[src/rtl/corr_pkg.sv]
// =============================================================================
// corr_pkg : shared widths and FSM state encoding for the correlator back end
// Revision : 1.0
// =============================================================================
`default_nettype none

package corr_pkg;

  localparam int CORR_IN_W  = 20;
  localparam int CORR_STEPS = 64;
  localparam int CORR_ACC_W = 26;
  localparam int CORR_IDX_W = 16;

  typedef enum logic [0:0] {
    ST_IDLE  = 1'b0,
    ST_ACCUM = 1'b1
  } corr_state_t;

  // Step counter wide enough to run one bit past STEPS so long frames stay visible.
  function automatic int corr_cnt_w(input int steps);
    return $clog2(steps) + 2;
  endfunction

endpackage

`default_nettype wire

[src/rtl/corr_result_fifo.sv]
// =============================================================================
// corr_result_fifo : 2-entry result FIFO, valid/ready head, simultaneous push/pop
// Revision : 1.0
// =============================================================================
`default_nettype none

module corr_result_fifo #(
  parameter int WIDTH = 42
) (
  input  logic             clk,
  input  logic             rst_n,
  input  logic             push,
  input  logic [WIDTH-1:0] push_data,
  input  logic             pop,
  output logic [WIDTH-1:0] pop_data,
  output logic             pop_valid,
  output logic             full
);

  logic [WIDTH-1:0] r_mem [2];
  logic             r_wr_ptr;
  logic             r_rd_ptr;
  logic [1:0]       r_count;
  logic             w_pop;
  logic             w_push;

  assign w_pop  = pop && (r_count != 2'd0);
  // When full, the slot being written is the one being popped this cycle.
  assign w_push = push && ((r_count != 2'd2) || w_pop);

  always_ff @(posedge clk or negedge rst_n) begin
    if (!rst_n) begin
      r_mem[0] <= '0;
      r_mem[1] <= '0;
      r_wr_ptr <= 1'b0;
      r_rd_ptr <= 1'b0;
      r_count  <= 2'd0;
    end else begin
      if (w_push) begin
        r_mem[r_wr_ptr] <= push_data;
        r_wr_ptr        <= ~r_wr_ptr;
      end
      if (w_pop) begin
        r_rd_ptr <= ~r_rd_ptr;
      end
      case ({w_push, w_pop})
        2'b10:   r_count <= r_count + 2'd1;
        2'b01:   r_count <= r_count - 2'd1;
        default: r_count <= r_count;
      endcase
    end
  end

  assign pop_data  = r_mem[r_rd_ptr];
  assign pop_valid = (r_count != 2'd0);
  assign full      = (r_count == 2'd2);

endmodule

`default_nettype wire

[src/rtl/corr_accum_peak.sv]
// =============================================================================
// corr_accum_peak : per-frame correlation accumulator with result FIFO, sticky
//                   error flags and optional peak/threshold tracking (CORR_PEAK_EN)
// Revision : 1.0
// =============================================================================
`default_nettype none

module corr_accum_peak
  import corr_pkg::*;
#(
  parameter int IN_W  = CORR_IN_W,
  parameter int ACC_W = CORR_ACC_W,
  parameter int STEPS = CORR_STEPS,
  parameter int IDX_W = CORR_IDX_W
) (
  input  logic             clk,
  input  logic             rst_n,
  input  logic [IN_W-1:0]  corr_in,
  input  logic             corr_valid,
  input  logic             corr_first,
  input  logic             corr_last,
  input  logic [ACC_W-1:0] threshold,
  input  logic             clear_peak,
  input  logic             clear_err,
  output logic [ACC_W-1:0] result,
  output logic [IDX_W-1:0] result_idx,
  output logic             result_valid,
  input  logic             result_ready,
  output logic             detect,
  output logic [ACC_W-1:0] peak_value,
  output logic [IDX_W-1:0] peak_idx,
  output logic             err_len,
  output logic             err_seq,
  output logic             err_ovf
);

  localparam int CNT_W = corr_cnt_w(STEPS);
  localparam int DAT_W = ACC_W + IDX_W;

  corr_state_t      r_state;
  logic [ACC_W-1:0] r_acc;
  logic [CNT_W-1:0] r_step_cnt;
  logic [IDX_W-1:0] r_frame_idx;
  logic             r_err_len;
  logic             r_err_seq;
  logic             r_err_ovf;

  logic             w_start;
  logic             w_cont;
  logic             w_stray;
  logic             w_restart;
  logic [ACC_W-1:0] w_sum;
  logic [CNT_W-1:0] w_cnt_next;
  logic             w_emit;
  logic             w_len_bad;
  logic             w_full;
  logic             w_push_ok;
  logic             w_drop;
  logic [DAT_W-1:0] w_fifo_data;
  logic             w_fifo_valid;

  always_comb begin
    w_start    = corr_valid && corr_first;
    w_cont     = corr_valid && !corr_first && (r_state == ST_ACCUM);
    w_stray    = corr_valid && !corr_first && (r_state == ST_IDLE);
    w_restart  = w_start && (r_state == ST_ACCUM);
    w_sum      = w_start ? ACC_W'(corr_in) : (r_acc + ACC_W'(corr_in));
    if (w_start) begin
      w_cnt_next = CNT_W'(1);
    end else if (r_step_cnt == '1) begin
      w_cnt_next = r_step_cnt;
    end else begin
      w_cnt_next = r_step_cnt + CNT_W'(1);
    end
    w_emit     = (w_start || w_cont) && corr_last;
    w_len_bad  = w_emit && (w_cnt_next != CNT_W'(STEPS));
    w_push_ok  = w_emit && (!w_full || result_ready);
    w_drop     = w_emit && w_full && !result_ready;
  end

  always_ff @(posedge clk or negedge rst_n) begin
    if (!rst_n) begin
      r_state     <= ST_IDLE;
      r_acc       <= '0;
      r_step_cnt  <= '0;
      r_frame_idx <= '0;
      r_err_len   <= 1'b0;
      r_err_seq   <= 1'b0;
      r_err_ovf   <= 1'b0;
    end else begin
      if (w_start || w_cont) begin
        r_acc      <= w_sum;
        r_step_cnt <= w_cnt_next;
        r_state    <= corr_last ? ST_IDLE : ST_ACCUM;
      end
      // Dropped frames still consume an index so downstream can see the gap.
      if (w_emit) begin
        r_frame_idx <= r_frame_idx + IDX_W'(1);
      end
      r_err_len <= (r_err_len && !clear_err) || w_len_bad;
      r_err_seq <= (r_err_seq && !clear_err) || w_stray || w_restart;
      r_err_ovf <= (r_err_ovf && !clear_err) || w_drop;
    end
  end

  corr_result_fifo #(
    .WIDTH (DAT_W)
  ) u_fifo (
    .clk       (clk),
    .rst_n     (rst_n),
    .push      (w_push_ok),
    .push_data ({w_sum, r_frame_idx}),
    .pop       (result_ready),
    .pop_data  (w_fifo_data),
    .pop_valid (w_fifo_valid),
    .full      (w_full)
  );

  assign result       = w_fifo_data[DAT_W-1:IDX_W];
  assign result_idx   = w_fifo_data[IDX_W-1:0];
  assign result_valid = w_fifo_valid;
  assign err_len      = r_err_len;
  assign err_seq      = r_err_seq;
  assign err_ovf      = r_err_ovf;

`ifdef CORR_PEAK_EN
  logic             r_detect;
  logic [ACC_W-1:0] r_peak_value;
  logic [IDX_W-1:0] r_peak_idx;
  logic [ACC_W-1:0] w_peak_base;

  // A clear in the same cycle as a push lets that push seed the new peak.
  assign w_peak_base = clear_peak ? '0 : r_peak_value;

  always_ff @(posedge clk or negedge rst_n) begin
    if (!rst_n) begin
      r_detect     <= 1'b0;
      r_peak_value <= '0;
      r_peak_idx   <= '0;
    end else begin
      r_detect <= w_push_ok && (w_sum >= threshold);
      if (w_push_ok && (w_sum > w_peak_base)) begin
        r_peak_value <= w_sum;
        r_peak_idx   <= r_frame_idx;
      end else if (clear_peak) begin
        r_peak_value <= '0;
        r_peak_idx   <= '0;
      end
    end
  end

  assign detect     = r_detect;
  assign peak_value = r_peak_value;
  assign peak_idx   = r_peak_idx;
`else
  logic w_unused;
  assign w_unused   = ^{threshold, clear_peak};
  assign detect     = 1'b0;
  assign peak_value = '0;
  assign peak_idx   = '0;
`endif

endmodule

`default_nettype wire

[config.mk]
export PLATFORM = sky130hd
export DESIGN_NAME = corr_accum_peak
export DESIGN_NICKNAME = d
export VERILOG_FILES = /design/src/rtl/corr_pkg.sv /design/src/rtl/corr_result_fifo.sv /design/src/rtl/corr_accum_peak.sv
export SDC_FILE = /design/constraint.sdc
export NUM_CORES = 1
export LEC_CHECK = 0
export BUFFER_PORTS_ARGS = -buffer_cell sky130_fd_sc_hd__buf_2
export CAP_MARGIN = 25
export CORE_MARGIN = 2
export CORE_UTILIZATION = 45
export CTS_CLUSTER_SIZE = 40
export DETAILED_ROUTE_END_ITERATION = 16
export HOLD_SLACK_MARGIN = 0.12
export PLACE_DENSITY = 0.67
export SLEW_MARGIN = 20
export SYNTH_ARGS = -nofsm -noshare
export SYNTH_HDL_FRONTEND = slang
export SYNTH_SLANG_ARGS = --single-unit
[constraint.sdc]
create_clock -name clk -period 3.1 [get_ports clk]
set_clock_uncertainty 0.05 [all_clocks]
set_input_delay 0.155 -clock clk [delete_from_list [all_inputs] [get_ports clk]]
set_output_delay 0.155 -clock clk [all_outputs]
set_load 0.02 [all_outputs]
Word-level counts from Yosys, hierarchy flattened
Index checks and enable logic that the tools add are counted.

Register bits: 142. Output and inout bits: 89. Input port bits: 54.

Add/sub/neg operators: 5. Equality and inequality tests: 6. Reduce and logical (&&, ||, !) cells: 29. Order comparisons: 3. Bitwise gates (word level): 5. Muxes and demuxes: 11.

Operator list (count): 42-bit two-way mux (4); 84-bit bitwise mux (1); 42-bit demux with 1-bit select (1); 26-bit by 20-bit adder with 26-bit output (1); 26-bit two-way mux (1); 16-bit by 1-bit adder with 16-bit output, second input constant (1); 1-bit logical AND (16); 8-bit two-way mux (2); 8-bit by 1-bit adder with 8-bit output, second input constant (1); 8-bit == test, second input constant (1); 8-bit by 7-bit != test with 1-bit output, second input constant (1); 1-bit logical OR (7); 2-bit == test, second input constant (2); 2-bit greater-or-equal comparator, second input constant (2); 1-bit zero test (4); 1-bit inverter with 2-bit output (2); 2-bit one-hot mux with 2 select lines (1); 2-bit nonzero test (2); 1-bit inverter (3); 2-bit by 1-bit adder with 2-bit output, second input constant (1); 2-bit by 1-bit == test with 1-bit output, second input constant (1); 2-bit by 1-bit less-than comparator with 1-bit output, second input constant (1); 2-bit != test, second input constant (1); 2-bit by 1-bit subtractor with 2-bit output, second input constant (1); 1-bit two-way mux (1).

Logic depth before layout (Yosys ltp)
Depth in word-level cells: 9. Depth in mapped cells: 9.

Hierarchy
Synthesis repeated with hierarchy kept, for this count alone.

Cells, all modules: 749. Area total of the unflattened synthesis: 8099.0 µm².

By module, submodules not included: corr_accum_peak (area an instance 4236.6 µm², cells each 507, seq. area each 1351.3 µm², times used 1); corr_result_fifo (area an instance 3862.5 µm², cells each 242, seq. area each 2202.1 µm², times used 1).

Worst setup path after synthesis
No wires, ideal clock.

Path type: register -> register. From: register r_acc[0]. To: register u_fifo.r_mem[72] (netlist bit). Data required time: 2.917 ns. Path buffers: 0. Arrival: 2.200 ns. Period minus slack after synthesis: 2.383 ns. Slack: 0.717 ns. Stages on the path, launching flop included: 10. Cells stage by stage: dfrtp_1 -> ha_1 -> fa_1 -> a211oi_1 -> o21ai_1 -> a31oi_1 -> o21bai_1 -> xor2_1 -> mux2i_1 -> o21ai_0.

Word-level cells in the longest chain between the ends: 3.

Ends and longest elaborated chain: start: declaration (RTL line corr_accum_peak.sv:41) `logic [ACC_W-1:0] r_acc;`; start signal: assignment (RTL line corr_accum_peak.sv:92) `r_acc <= w_sum;`; 26-bit by 20-bit adder with 26-bit output (RTL line corr_accum_peak.sv:67) `w_sum = w_start ? ACC_W'(corr_in) : (r_acc + ACC_W'(corr_in));`; 26-bit two-way mux (RTL line corr_accum_peak.sv:67); 84-bit bitwise mux (RTL line corr_result_fifo.sv:40) `r_mem[r_wr_ptr] <= push_data;`; end signal: indexed assignment (RTL line corr_result_fifo.sv:40); end: declaration (RTL line corr_result_fifo.sv:20) `logic [WIDTH-1:0] r_mem [2];`.

Every way passes these cells. A chain may end at the register's enable or synchronous reset.

Worst setup path in the final report
From: input port corr_in[0]. To: register r_acc[14].

Word-level cells in the longest chain between the ends: 2.

Ends and longest elaborated chain: start: declaration (RTL line corr_accum_peak.sv:18) `input logic [IN_W-1:0] corr_in,`; 26-bit by 20-bit adder with 26-bit output (RTL line corr_accum_peak.sv:67); 26-bit two-way mux (RTL line corr_accum_peak.sv:67).

Every way passes these cells.

==> run metrics <==
WP data required 3.31 ns; wire length of the first global-routing pass between 20 and 30 mm; Layout area overhead 15.7%; via density per instance ~5.2; Post-synth ARST share between 90% and 100%; hpwl dp around 12 mm; initial antenna violation count 0; commonest non-fill, non-tap cell in the layout nand2_1; register area share after synthesis ~44%; IO buf count between 70 and 80; CP delay by family, top compound AO/OA/AOI/OAI gates; post-route core utilization 53.6%; Avg Cell Area, Syn 9.00 um^2; Min Hold Slack 0.158 ns; switching fraction of total power between 30 and 40%; die width between 100 and 150 um; htree depth 4; Crit path buffers/inverters 2; CP max FO 3; wire per inst ~15 um; core area roughly 17000 um^2; Rows between 40 and 50; most frequent cells in the layout nand2_1, dfrtp_1, o21ai_0; Leakage Power about 4.4 nW; number of synthesized flops with an enable pin 0; worst r2r src r_acc[0]; worst setup path startpoint corr_in[0]; CTS Sinks 142; Flop pwr share between 30 and 40%; Max-Cap Viols 0; Antenna Nets Post-Route 0; number of nets in the layout approximately 1000; crit path max-delay cell type dlygate4sd3_1; initial DRC count 362; #FFs+latches synth about 140; CTS tree built; largest net degree at the start of global routing 79; diode count 0; Die H between 100 and 150 um; Filler cells 1632; Fmax ~350 MHz; startpoint class of the critical path input pin; Combinational Power Share 42.6%; hold path start corr_in[15]; GRT overflow 0; status completed; DP Area between 8000 and 9000 um^2; clock power share around a quarter; Ys Warns 0; clk_lat worst skew 0.42 ns; Worst Path Arrival between 3 and 4 ns; Netlist Area Pre-Place between 8000 and 9000 um^2; Initial Util a little under half; die area roughly 19000 um^2; CTS clk-pin slew, worst paths approximately 0.06 ns; Slew @ Worst Pin between 0.8 and 0.9 ns; CP peak stage delay 0.53 ns; minimum clock period after layout roughly 2.8 ns; DR vias about 6300; vias in the first global route just over 6000; TNS Setup 0 ns; Net Switching 0.00352 W; All-Layer GR Usage roughly 20%; Power Density about 950 nW/um^2; I/O pin count roughly 140; slew margin rel. 41.8%; fin. max-slew vios 0; Netlist cell types just over 60; # setup viols final 0; drt first pass iters 4; final instance area 9300 um^2; top_reg_cell synth dfrtp_1; worst path cell trace dlygate4sd3_1, buf_2, ha_1, fa_1, a211oi_1, o21ai_1, a31oi_2, o21bai_1, xor2_1, mux2i_1, o21ai_0; Clock Tree Buf Depth 2; CTS root buf clkbuf_16; Int Pwr 0.00529 W; final WL approximately 18 mm; clock buffer count from CTS 17; RSZ-0062 raised after global routing false; part of the cycle the worst path needs 91.9%; global placement routability congestion 0.882; Residual DRC 0; peak supply drop approximately 0.47 mV; Setup crit end kind flip-flop; Gate Count Post-Synth around 890; R2R setup slack just under 0.3 ns; type of the worst setup path in -> reg; layout cells sized above 1 between 15 and 20%; final hold violation count 0; Worst Hold Class in -> reg
-- final cells by class --
cell class / count / area [um^2] / area share, %
inverter: 12 / 45.0 / 0.484
multi-input combinational: 689 / 4080 / 43.9
sequential: 142 / 3550 / 38.2
clock buffer: 24 / 482 / 5.18
timing repair buffer: 108 / 722 / 7.76
clock inverter: 8 / 129 / 1.39
tap: 225 / 282 / 3.03
-- kinds of logic (layout without fill, tap and decap cells) --
logic type                 after synthesis  after routing  synth area share (%)
AOI/OAI and AO/OA                      200            200                  15.0
muxes                                   55             55                  7.50
DFF                                    142            142                  44.2
other                                    1             43                0.0467
buffers and inverters                  104            152                  7.18
and+or+nand+nor                        327            327                  17.9
adders and majority gates               24             24                  3.83
xor gates and xnor gates                40             40                  4.36
-- worst paths after layout --
check                           cells past startpoint          endpoint
worst max-delay path                               11         r_acc[14]
worst min-delay path                                3  u_fifo.r_mem[31]
worst max register to register                      9         r_acc[14]
worst min register to register                      2  u_fifo.r_mem[50]
max in group asynchronous                           3         r_acc[14]
min in group asynchronous                           2     r_step_cnt[6]
-- metrics by stage --
step           power, W  setup slack [ns]  cells
3_3_place_gp    0.00660             0.300   1152
4_1_cts         0.00884             0.207   1208
2_1_floorplan   0.00573             0.717    935
3_5_place_dp    0.00666             0.254   1152
6_report        0.00880             0.250   1208
5_1_grt         0.00945            0.0632   1208
-- Yosys cell counts (all sizes together), types with 3 or more instances --
cell,count,area share (%)
nor3,16,1.0
and3,5,0.39
xnor2,25,2.7
a31oi,6,0.47
nor4b,4,0.62
nand4,12,0.93
and2,3,0.23
nand2,211,9.9
o21ai,93,5.8
mux2,42,5.9
nor2,44,2.1
or3,5,0.39
buf,59,5.1
nand3,10,0.62
ha,23,3.6
a22o,3,0.33
inv,12,0.56
o211ai,4,0.37
o31ai,9,0.84
xor2,15,1.6
mux2i,13,1.6
dfrtp,142,44
clkbuf,33,1.5
nor4,5,0.39
a211oi,7,0.78
o21a,6,0.56
a21o,6,0.58
a21oi,51,3.3
-- repair_timing --
item / 4_1_cts / 5_1_grt
hold endpoints to repair: 117 / 0
setup endpoints to repair: 0 / 6
hold buffers: 24 / 0
resized for setup: 0 / 1
setup buffers: 0 / 0
-- worst reg2reg max path, cell delays in order (launching register included) --
cell and delay, ns:
dfrtp_1 0.38, ha_1 0.21, fa_1 0.43, a211oi_1 0.36, o21ai_1 0.19, a31oi_2 0.34
o21bai_1 0.17, xor2_1 0.16, mux2i_1 0.25, o21ai_0 0.12
-- per-layer routing --
metal | vias to the layer above | GRT usage [%] | routed length, um
met2 | 143 | 32.8 | 8540
met3 | 21 | 3.57 | 767
met1 | 2985 | 26.7 | 8500
met4 | 0 | 6.19 | 253
li1 | 3160 | - | -
met5 | - | 0 | 0
-- flip-flops by register name (all words and copies together), names as in the netlist --
signal           count
u_fifo.r_count       2
u_fifo.r_mem        84
r_acc               26
u_fifo.r_rd_ptr      1
err_seq              1
err_ovf              1
u_fifo.r_wr_ptr      1
r_step_cnt           8
err_len              1
r_frame_idx         16
r_state              1
-- power groups by stage --
stage	logic, W	registers [W]	clock network, W
3_3_place_gp	0.00365	0.00294	0
3_5_place_dp	0.00371	0.00296	0
2_1_floorplan	0.00296	0.00276	0
6_report	0.00375	0.00294	0.00211
5_1_grt	0.00419	0.00303	0.00223
4_1_cts	0.00375	0.00294	0.00215
(Power assumes the default switching activity.)
